<file path="config.mk">
export PLATFORM = sky130hd
export DESIGN_NAME = voice_mixer_n
export DESIGN_NICKNAME = d
export VERILOG_FILES = /design/src/rtl/voice_mixer_n.sv
export SDC_FILE = /design/constraint.sdc
export NUM_CORES = 1
export LEC_CHECK = 0
export CAP_MARGIN = 25
export CORE_MARGIN = 2
export CORE_UTILIZATION = 50
export DETAILED_ROUTE_END_ITERATION = 8
export PLACE_DENSITY = 0.8
export SKIP_CTS_REPAIR_TIMING = 1
export SLEW_MARGIN = 10
export SYNTH_ARGS = -nofsm -noshare
export SYNTH_HDL_FRONTEND = slang
export SYNTH_SLANG_ARGS = --single-unit
</file>
<file path="constraint.sdc">
create_clock -name clk -period 4.2 [get_ports clk]
set_clock_uncertainty 0.2 [all_clocks]
set_input_delay 0.84 -clock clk [delete_from_list [all_inputs] [get_ports clk]]
set_output_delay 0.84 -clock clk [all_outputs]
set_load 0.01 [all_outputs]
</file>
<file path="src/rtl/voice_mixer_n.sv">
// voice_mixer_n: N-voice wavetable mixer sharing one synchronous wave ROM.
// One phase accumulator per voice; each sample_tick sweeps all voices through
// the ROM one slot per cycle and sums the enabled voices into a registered output.
// Optional feature macro: VOICE_MIXER_SAT_EN (clamp instead of wrap when the sum
// does not fit in OUT_W bits).
module voice_mixer_n #(
    parameter int NUM_VOICES = 3,
    parameter int ACC_W      = 20,
    parameter int ADDR_W     = 12,
    parameter int SAMPLE_W   = 8,
    parameter int OUT_W      = 10
) (
    input  logic                        clk,
    input  logic                        rst_n,
    input  logic                        sample_tick,
    input  logic [NUM_VOICES*ACC_W-1:0] voice_inc,
    input  logic [NUM_VOICES*2-1:0]     voice_wave,
    input  logic [NUM_VOICES-1:0]       voice_en,
    output logic [ADDR_W-1:0]           rom_addr,
    output logic [1:0]                  rom_sel,
    input  logic [SAMPLE_W-1:0]         rom_data,
    output logic [OUT_W-1:0]            out,
    output logic                        out_valid,
    output logic                        busy,
    output logic                        overrun,
    input  logic                        overrun_clr
);
    localparam int SUM_W  = SAMPLE_W + $clog2(NUM_VOICES);
    localparam int SLOT_W = (NUM_VOICES > 1) ? $clog2(NUM_VOICES) : 1;
    localparam logic [SLOT_W-1:0] LAST_SLOT = SLOT_W'(NUM_VOICES - 1);

    typedef enum logic [1:0] {
        IDLE,
        ISSUE,
        DRAIN
    } state_t;

    state_t             state;
    state_t             state_next;
    logic [SLOT_W-1:0]  slot;
    logic [ACC_W-1:0]   acc [NUM_VOICES];
    logic [SUM_W-1:0]   sum;
    logic [SUM_W-1:0]   sum_next;
    logic [OUT_W-1:0]   out_next;

    // Two-stage tag pipeline that travels alongside each ROM read:
    // iss_* is set on the issue edge, rd_* when rom_data for that slot is valid.
    logic               iss_valid;
    logic               iss_en;
    logic               iss_last;
    logic               rd_valid;
    logic               rd_en;
    logic               rd_last;

    assign busy = (state != IDLE);

    // State register
    always_ff @(posedge clk or negedge rst_n) begin
        if (!rst_n) begin
            state <= IDLE;
        end else begin
            state <= state_next;
        end
    end

    // Next-state: sweep slots, then wait for the last ROM beat to land
    always_comb begin
        state_next = state;
        case (state)
            IDLE:    if (sample_tick) state_next = ISSUE;
            ISSUE:   if (slot == LAST_SLOT) state_next = DRAIN;
            DRAIN:   if (rd_valid && rd_last) state_next = IDLE;
            default: state_next = IDLE;
        endcase
    end

    // Phase accumulators: advance on the voice's issue edge, or reset when disabled
    always_ff @(posedge clk or negedge rst_n) begin
        if (!rst_n) begin
            for (int unsigned v = 0; v < NUM_VOICES; v++) begin
                acc[v] <= '0;
            end
        end else if (state == ISSUE) begin
            for (int unsigned v = 0; v < NUM_VOICES; v++) begin
                if (slot == SLOT_W'(v)) begin
                    if (voice_en[v]) begin
                        acc[v] <= acc[v] + voice_inc[v*ACC_W +: ACC_W];
                    end else begin
                        acc[v] <= '0;
                    end
                end
            end
        end
    end

    // Accumulate the current beat, contributing nothing for voices disabled at issue
    always_comb begin
        sum_next = sum;
        if (rd_en) begin
            sum_next = sum + SUM_W'(rom_data);
        end
    end

    // Reduce the final sum to the output width
    generate
        if (OUT_W >= SUM_W) begin : g_extend
            assign out_next = OUT_W'(sum_next);
        end else begin : g_reduce
`ifdef VOICE_MIXER_SAT_EN
            localparam logic [SUM_W-1:0] OUT_MAX = SUM_W'({OUT_W{1'b1}});
            assign out_next = (sum_next > OUT_MAX) ? '1 : sum_next[OUT_W-1:0];
`else
            assign out_next = sum_next[OUT_W-1:0];
`endif
        end
    endgenerate

    // Datapath: slot counter, ROM request, tag pipeline, running sum and output
    always_ff @(posedge clk or negedge rst_n) begin
        if (!rst_n) begin
            slot      <= '0;
            sum       <= '0;
            rom_addr  <= '0;
            rom_sel   <= '0;
            iss_valid <= 1'b0;
            iss_en    <= 1'b0;
            iss_last  <= 1'b0;
            rd_valid  <= 1'b0;
            rd_en     <= 1'b0;
            rd_last   <= 1'b0;
            out       <= '0;
            out_valid <= 1'b0;
        end else begin
            iss_valid <= 1'b0;
            out_valid <= 1'b0;

            if (state == IDLE && sample_tick) begin
                slot <= '0;
                sum  <= '0;
            end

            if (state == ISSUE) begin
                rom_addr  <= acc[slot][ACC_W-1 -: ADDR_W];
                rom_sel   <= voice_wave[{slot, 1'b0} +: 2];
                iss_valid <= 1'b1;
                iss_en    <= voice_en[slot];
                iss_last  <= (slot == LAST_SLOT);
                slot      <= (slot == LAST_SLOT) ? '0 : slot + 1'b1;
            end

            rd_valid <= iss_valid;
            rd_en    <= iss_en & iss_valid;
            rd_last  <= iss_last & iss_valid;

            if (rd_valid) begin
                sum <= sum_next;
                if (rd_last) begin
                    out       <= out_next;
                    out_valid <= 1'b1;
                end
            end
        end
    end

    // Sticky overrun: a tick while busy is dropped and flagged; setting beats clearing
    always_ff @(posedge clk or negedge rst_n) begin
        if (!rst_n) begin
            overrun <= 1'b0;
        end else if (sample_tick && busy) begin
            overrun <= 1'b1;
        end else if (overrun_clr) begin
            overrun <= 1'b0;
        end
    end

endmodule
</file>
==> impl_metrics.py, run 1 <==
metrics = {
    "run_status": {
        "status": "finished, final reports clean",
    },
    "synth": {
        "avgSynthCellArea_um2": 8.89,
        "synth_cell_types": 66,
        "synth_flop_cell": "dfrtp_1",
        "synth_area_leaders": "dfrtp_1, ha_1, nand2_1, o21ai_0, a21oi_1",
        "yosysSeqAreaShare_pct": 36.4,
        "synth_cells": 819,
        "synth_seq_cells": 106,
        "synthArstFlopShare_pct": 100,
        "synth_nets": 969,
        "ys_warn_count": 0,
        "netlist.area_leader.share_pct": 36.4,
        "yosysTopAreaCell": "dfrtp_1",
        "syn-cell-area_um2": 7280,
        "synth_edf_count": 0,
    },
    "clock_tree": {
        "clkSinkCount": 106,
        "cts_made_buffers": 9,
        "htree_levels": 3,
        "cts_buffer_depth": 2,
        "clk_pin_slew_ns": 0.08,
        "root_buffer": "clkbuf_16",
        "tritoncts": "done",
        "clock_latency_ns": 0.36,
    },
    "floorplanning": {
        "initial_utilization_pct": 50.7,
        "fp.dieW_um": 125,
        "rows": 44,
        "floorplan.die.height_um": 125,
        "core-area_um2": 14400,
        "ios": 108,
        "dieArea_um2": 15500,
    },
    "sta": {
        "final-setup-viol-count": 0,
        "grt_setup_unrepaired": "false",
        "relSlewSlack_pct": 34.1,
        "tns_ns": 0,
        "finalCriticalPeriod_ns": 3.35,
        "hold_viol_final": 0,
        "fmax_ghz": 0.299,
        "finalCritPeriodShare_pct": 79.8,
        "fin_ws_ns": 0.850,
        "tightestPinTransition_ns": 0.989,
        "slew_violations": 0,
    },
    "grt": {
        "grt_util_all_layers_pct": 23.4,
        "antenna_found_initial": 0,
        "grt_pass1_vias": 6254,
        "grt_max_degree": 63,
        "gr-total-overflow": 0,
        "grt_pass1_wl_um": 29900,
    },
    "place": {
        "place_congestion": 0.911,
        "place_inst": 1085,
        "place_hpwl_um": 13100,
        "pre_cts_ws_ns": 0.473,
        "numPortBuffers": 107,
    },
    "setup_path": {
        "end_kind": "flip-flop",
        "path_max_fanout": 5,
        "worstSetupPathType": "input pin to flip-flop",
        "critPathSlowestCell": "clkdlybuf4s50_1",
        "path_buf_inv": 1,
        "worstPathRequired_ns": 4.25,
        "critPathLaunchType": "input pin",
        "critPathTopFamily": "compound AO/OA/AOI/OAI gates",
        "crit_chain": "clkdlybuf4s50_1 > ha_1 > fa_1 > a21o_1 > a21oi_2 > o21ai_2 > and3_1 > a311oi_4 > o21ai_0 > a221o_1",
        "worst_path_largest_cell_delay_ns": 0.41,
        "cp.arrival_ns": 3.40,
    },
    "power": {
        "vdd_drop_max_mv": 0.277,
        "power_frac_comb_pct": 54.7,
        "switching_share_pct": 43.6,
        "intPower_mw": 3.36,
        "p_seq_share_pct": 30.4,
        "power.clock.fraction_pct": 14.9,
        "p_leak_nw": 4.08,
        "switching_power_mw": 2.60,
        "powerDensity_nw_per_um2": 679,
    },
    "min_path": {
        "min_path_type": "flip-flop to flip-flop",
    },
    "layout": {
        "area_delta_synth_final_pct": 20.6,
        "final_cells": 1101,
        "drive_gt1_share_pct": 3.71,
        "n_antenna_cell": 0,
        "n_fill_cell": 1232,
        "fin_util_pct": 61.1,
        "nNetsFinal": 1062,
    },
    "detailed_routing": {
        "wl_per_cell_um": 16.0,
        "drc": 0,
        "vias": 6378,
        "ant_nets": 0,
        "routed_wl_um": 17600,
        "dr.pass1.iters": 5,
        "first_iter_violations": 401,
        "viasPerCell": 5.79,
    },
    "run": {
        "drv_cap": 0,
    },
}
-- registers in the layout, indices dropped and copies added (netlist names) --
register and count:
sum 10, iss_last 1, out_valid 1, iss_valid 1, iss_en 1, acc 60, rd_last 1, overrun 1
slot 2, rom_sel 2, state 2, rd_en 1, rom_addr 12, rd_valid 1, out 10
-- worst paths after layout --
| check | slack, ns | from | cells after the start | end |
|---|---|---|---|---|
| min | 0.21 | iss_valid | 0 | rd_valid |
| max reg2reg | 1.38 | acc[20] | 9 | acc[36] |
| max in group asynchronous | 2.62 | rst_n | 2 | acc[13] |
| min reg2reg | 0.21 | iss_valid | 0 | rd_valid |
| min in group asynchronous | 0.38 | rst_n | 1 | acc[47] |
| max | 0.85 | voice_inc[20] | 10 | acc[36] |
-- synthesized netlist by cell type, drive strengths merged (4+ instances only) --
master	number
a211o	6
a211oi	11
a21o	30
a21oi	67
a221o	6
a221oi	4
a22o	8
a311oi	4
a31oi	5
and2	4
and3	9
buf	9
clkbuf	22
dfrtp	106
fa	4
ha	65
inv	19
mux2i	19
nand2	123
nand3	26
nand4	6
nor2	47
nor3	12
o211ai	6
o21a	7
o21ai	88
o21bai	12
o31ai	8
xnor2	24
xor2	19
-- cell type report --
type	count	area, um2	area share, %
tap	184	230	2.62
sequential	106	2650	30.2
clock buffer	10	229	2.61
inverter	19	71.3	0.812
timing repair buffer	113	1110	12.7
multi-input combinational	663	4410	50.3
clock inverter	6	71.3	0.812
-- kinds of logic after synthesis --
group                      synth area share, %
DFF                                       36.4
xor gates and xnor gates                  5.17
and+or+nand+nor                           15.4
AOI/OAI and AO/OA                         25.1
adders and majority gates                 12.3
muxes                                     2.61
buffers and inverters                     2.97
-- metrics by stage --
| stage | area (um2) | power [mW] | hold slack, ns |
|---|---|---|---|
| after floorplan | 7280 | 4.15 | 0.159 |
| after global placement | 8480 | 4.98 | 0.181 |
| after detailed placement | 8480 | 5.06 | 0.195 |
| after CTS | 8780 | 5.97 | 0.213 |
| after global routing | 8780 | 6.50 | 0.240 |
| final | 8780 | 5.96 | 0.210 |
-- cells in the final DEF, fill, tap and decap left out, drive strengths merged, types with 4 or more instances in the layout --
cell,synthesis,final
inv,19,22
ha,65,65
nand4,6,6
nor2,47,47
a21o,30,30
nand2,123,123
o21ai,88,88
a21oi,67,67
a221o,6,6
o21a,7,7
nand3,26,26
a31oi,5,5
mux2i,19,19
clkbuf,22,10
a211o,6,6
o21bai,12,12
a22o,8,8
o31ai,8,8
fa,4,4
xnor2,24,24
o211ai,6,6
xor2,19,19
buf,9,7
and3,9,9
dfrtp,106,106
and2,4,4
a221oi,4,4
nor3,12,12
a211oi,11,11
clkdlybuf4s50,0,106
a311oi,4,4
-- power groups by stage --
stage                     sequential, mW  clock, mW  combinational (mW)
final                               1.81      0.889                3.26
after global routing                1.88      0.947                3.67
after CTS                           1.81      0.907                3.25
after detailed placement            1.84          0                3.22
after global placement              1.82          0                3.16
after floorplan                     1.72          0                2.43
-- routing by layer --
layer / share of wire (%) / routed length [um] / up-vias / track usage [%]
li1: - / - / 3179 / -
met1: 47 / 8270 / 3037 / 32.3
met2: 48 / 8350 / 142 / 38.1
met3: 4.0 / 697 / 20 / 3.26
met4: 1.5 / 257 / 0 / 7.27
met5: 0 / 0 / - / 0
(Power assumes the default switching activity.)
==> inputs of run 2 (changes only) <==
==> constraint.sdc (replaced) <==
create_clock -name clk -period 3.5 [get_ports clk]
set_clock_uncertainty 0.2 [all_clocks]
set_input_delay 0.7 -clock clk [delete_from_list [all_inputs] [get_ports clk]]
set_output_delay 0.7 -clock clk [all_outputs]
set_load 0.01 [all_outputs]
==> run 2 against run 1 <==
Combinational power is 22% higher. Clock power is 26% higher. Final area is 0.80% higher. Via count is 1.1% higher. Sequential power is 19% higher. Count of clock-buffer cells in the layout is 1 higher. Critical endpoint is now acc[58]. Largest power group unchanged. Highest routed layer unchanged.
==> impl_metrics.py, run 2 (same netlist as run 1, synthesis figures left out) <==
metrics = {
    "run_status": {
        "status": "finished, final reports clean",
    },
    "floorplanning": {
        "initial_utilization_pct": 50.7,
        "dieArea_um2": 15500,
        "core-area_um2": 14400,
        "floorplan.die.height_um": 125,
        "fp.dieW_um": 125,
        "rows": 44,
        "ios": 108,
    },
    "layout": {
        "drive_gt1_share_pct": 4.23,
        "n_antenna_cell": 0,
        "regMostFlops": "acc",
        "final_common_cell": "nand2_1",
        "largest_reg_flops": 60,
        "reg_top3": "acc (60), rom_addr (12)",
        "area_delta_synth_final_pct": 21.5,
        "nNetsFinal": 1067,
        "n_fill_cell": 1239,
        "layout_common_cells": "nand2_1, dfrtp_1, clkdlybuf4s50_1",
    },
    "setup_path": {
        "worstSetupPathType": "input pin to flip-flop",
        "rr_worst_depth": 9,
        "critPathTopFamily": "compound AO/OA/AOI/OAI gates",
        "worstPathRequired_ns": 3.57,
        "cpMostUsedCell": "o21ai_0",
        "r2r_slack_ns": 0.76,
        "crit_chain": "clkdlybuf4s50_1 > ha_1 > fa_1 > a211oi_1 > o21ai_0 > a21oi_1 > o31a_1 > o21ai_0 > xnor2_1 > o21ai_0",
        "cp.arrival_ns": 3.20,
        "path_buf_inv": 1,
        "path_max_fanout": 3,
        "end_kind": "flip-flop",
        "r2r-start": "acc[40]",
        "worst_path_largest_cell_delay_ns": 0.44,
        "critPathSlowestCell": "fa_1",
        "rr_endpoint": "acc[58]",
        "critPathLaunchType": "input pin",
    },
    "place": {
        "numPortBuffers": 107,
        "place_congestion": 0.923,
        "pre_cts_ws_ns": 0.0512,
        "place_hpwl_um": 13400,
    },
    "sta": {
        "hold_viol_final": 0,
        "finalCritPeriodShare_pct": 89.2,
        "final-setup-viol-count": 0,
        "slew_violations": 0,
        "relSlewSlack_pct": 40.0,
        "tns_ns": 0,
        "tightestPinTransition_ns": 0.893,
        "grt_setup_unrepaired": "false",
        "fin_ws_ns": 0.378,
        "fmax_ghz": 0.320,
        "finalCriticalPeriod_ns": 3.12,
    },
    "power": {
        "switching_power_mw": 3.11,
        "vdd_drop_max_mv": 0.362,
        "p_leak_nw": 4.12,
        "powerDensity_nw_per_um2": 820,
        "intPower_mw": 4.15,
        "switching_share_pct": 42.8,
        "power_frac_comb_pct": 54.9,
        "p_seq_share_pct": 29.7,
        "power.clock.fraction_pct": 15.4,
    },
    "clock_tree": {
        "htree_levels": 3,
        "tritoncts": "done",
        "clock_latency_ns": 0.36,
        "cts_made_buffers": 9,
        "clkSinkCount": 106,
        "clk_pin_slew_ns": 0.07,
        "root_buffer": "clkbuf_16",
        "cts_buffer_depth": 2,
    },
    "grt": {
        "use_met1_pct": 31.7,
        "grt_util_all_layers_pct": 23.3,
        "gr-total-overflow": 0,
        "grt_max_degree": 78,
        "top_usage_layer": "met2",
        "grtUsageMet3_pct": 4.90,
        "grt_pass1_vias": 6178,
        "grt_util_met2_pct": 37.8,
        "grt_pass1_wl_um": 29800,
        "antenna_found_initial": 0,
    },
    "detailed_routing": {
        "viasPerCell": 5.83,
        "vias": 6448,
        "routed_wl_um": 18000,
        "ant_nets": 0,
        "drc": 0,
        "dr.pass1.iters": 5,
        "wl_per_cell_um": 16.2,
        "first_iter_violations": 426,
    },
    "run": {
        "drv_cap": 0,
    },
    "min_path": {
        "min_path_type": "input pin to asynchronous set/reset pin",
    },
}
[run 2: power groups by stage]
stage	combinational, mW	clock [mW]	sequential [mW]
floorplan	2.91	0	2.07
finish	3.99	1.12	2.15
CTS	3.98	1.15	2.15
detailed placement	3.95	0	2.17
global route	4.45	1.20	2.22
global placement	3.86	0	2.15
[run 2: through the flow]
stage | instances | cell area [um2] | hold WS [ns] | utilization [%] | power [mW]
global route | 1106 | 8850 | 0.0971 | 61.6 | 7.87
global placement | 1090 | 8530 | 0.182 | 59.4 | 6.01
detailed placement | 1090 | 8530 | 0.181 | 59.4 | 6.12
finish | 1106 | 8850 | 0.0756 | 61.6 | 7.26
CTS | 1106 | 8850 | 0.0827 | 61.6 | 7.27
floorplan | 819 | 7280 | 0.159 | - | 4.98
[run 2: layer usage]
layer / vias up / routed length (um)
met5: - / 0
met1: 3072 / 8370
met2: 156 / 8480
met4: 0 / 324
met3: 25 / 790
li1: 3195 / -
[run 2: cell type report]
| cell class | instances | area [um2] | share of cell area, % |
|---|---|---|---|
| timing repair buffer | 118 | 1160 | 13.1 |
| clock buffer | 11 | 243 | 2.74 |
| tap | 184 | 230 | 2.60 |
| multi-input combinational | 663 | 4410 | 49.9 |
| clock inverter | 5 | 77.6 | 0.876 |
| inverter | 19 | 71.3 | 0.806 |
| sequential | 106 | 2650 | 30.0 |
[run 2: worst max-delay path by stage]
stage	from	endpoint	slack, ns	cells past startpoint
after floorplan	voice_inc[20]	acc[36]	0.50	9
after global placement	voice_inc[20]	acc[36]	0.12	10
after detailed placement	voice_inc[0]	acc[58]	0.05	10
after CTS	voice_inc[0]	acc[58]	0.43	10
after global routing	voice_inc[0]	acc[58]	0.24	10
final	voice_inc[0]	acc[58]	0.38	10
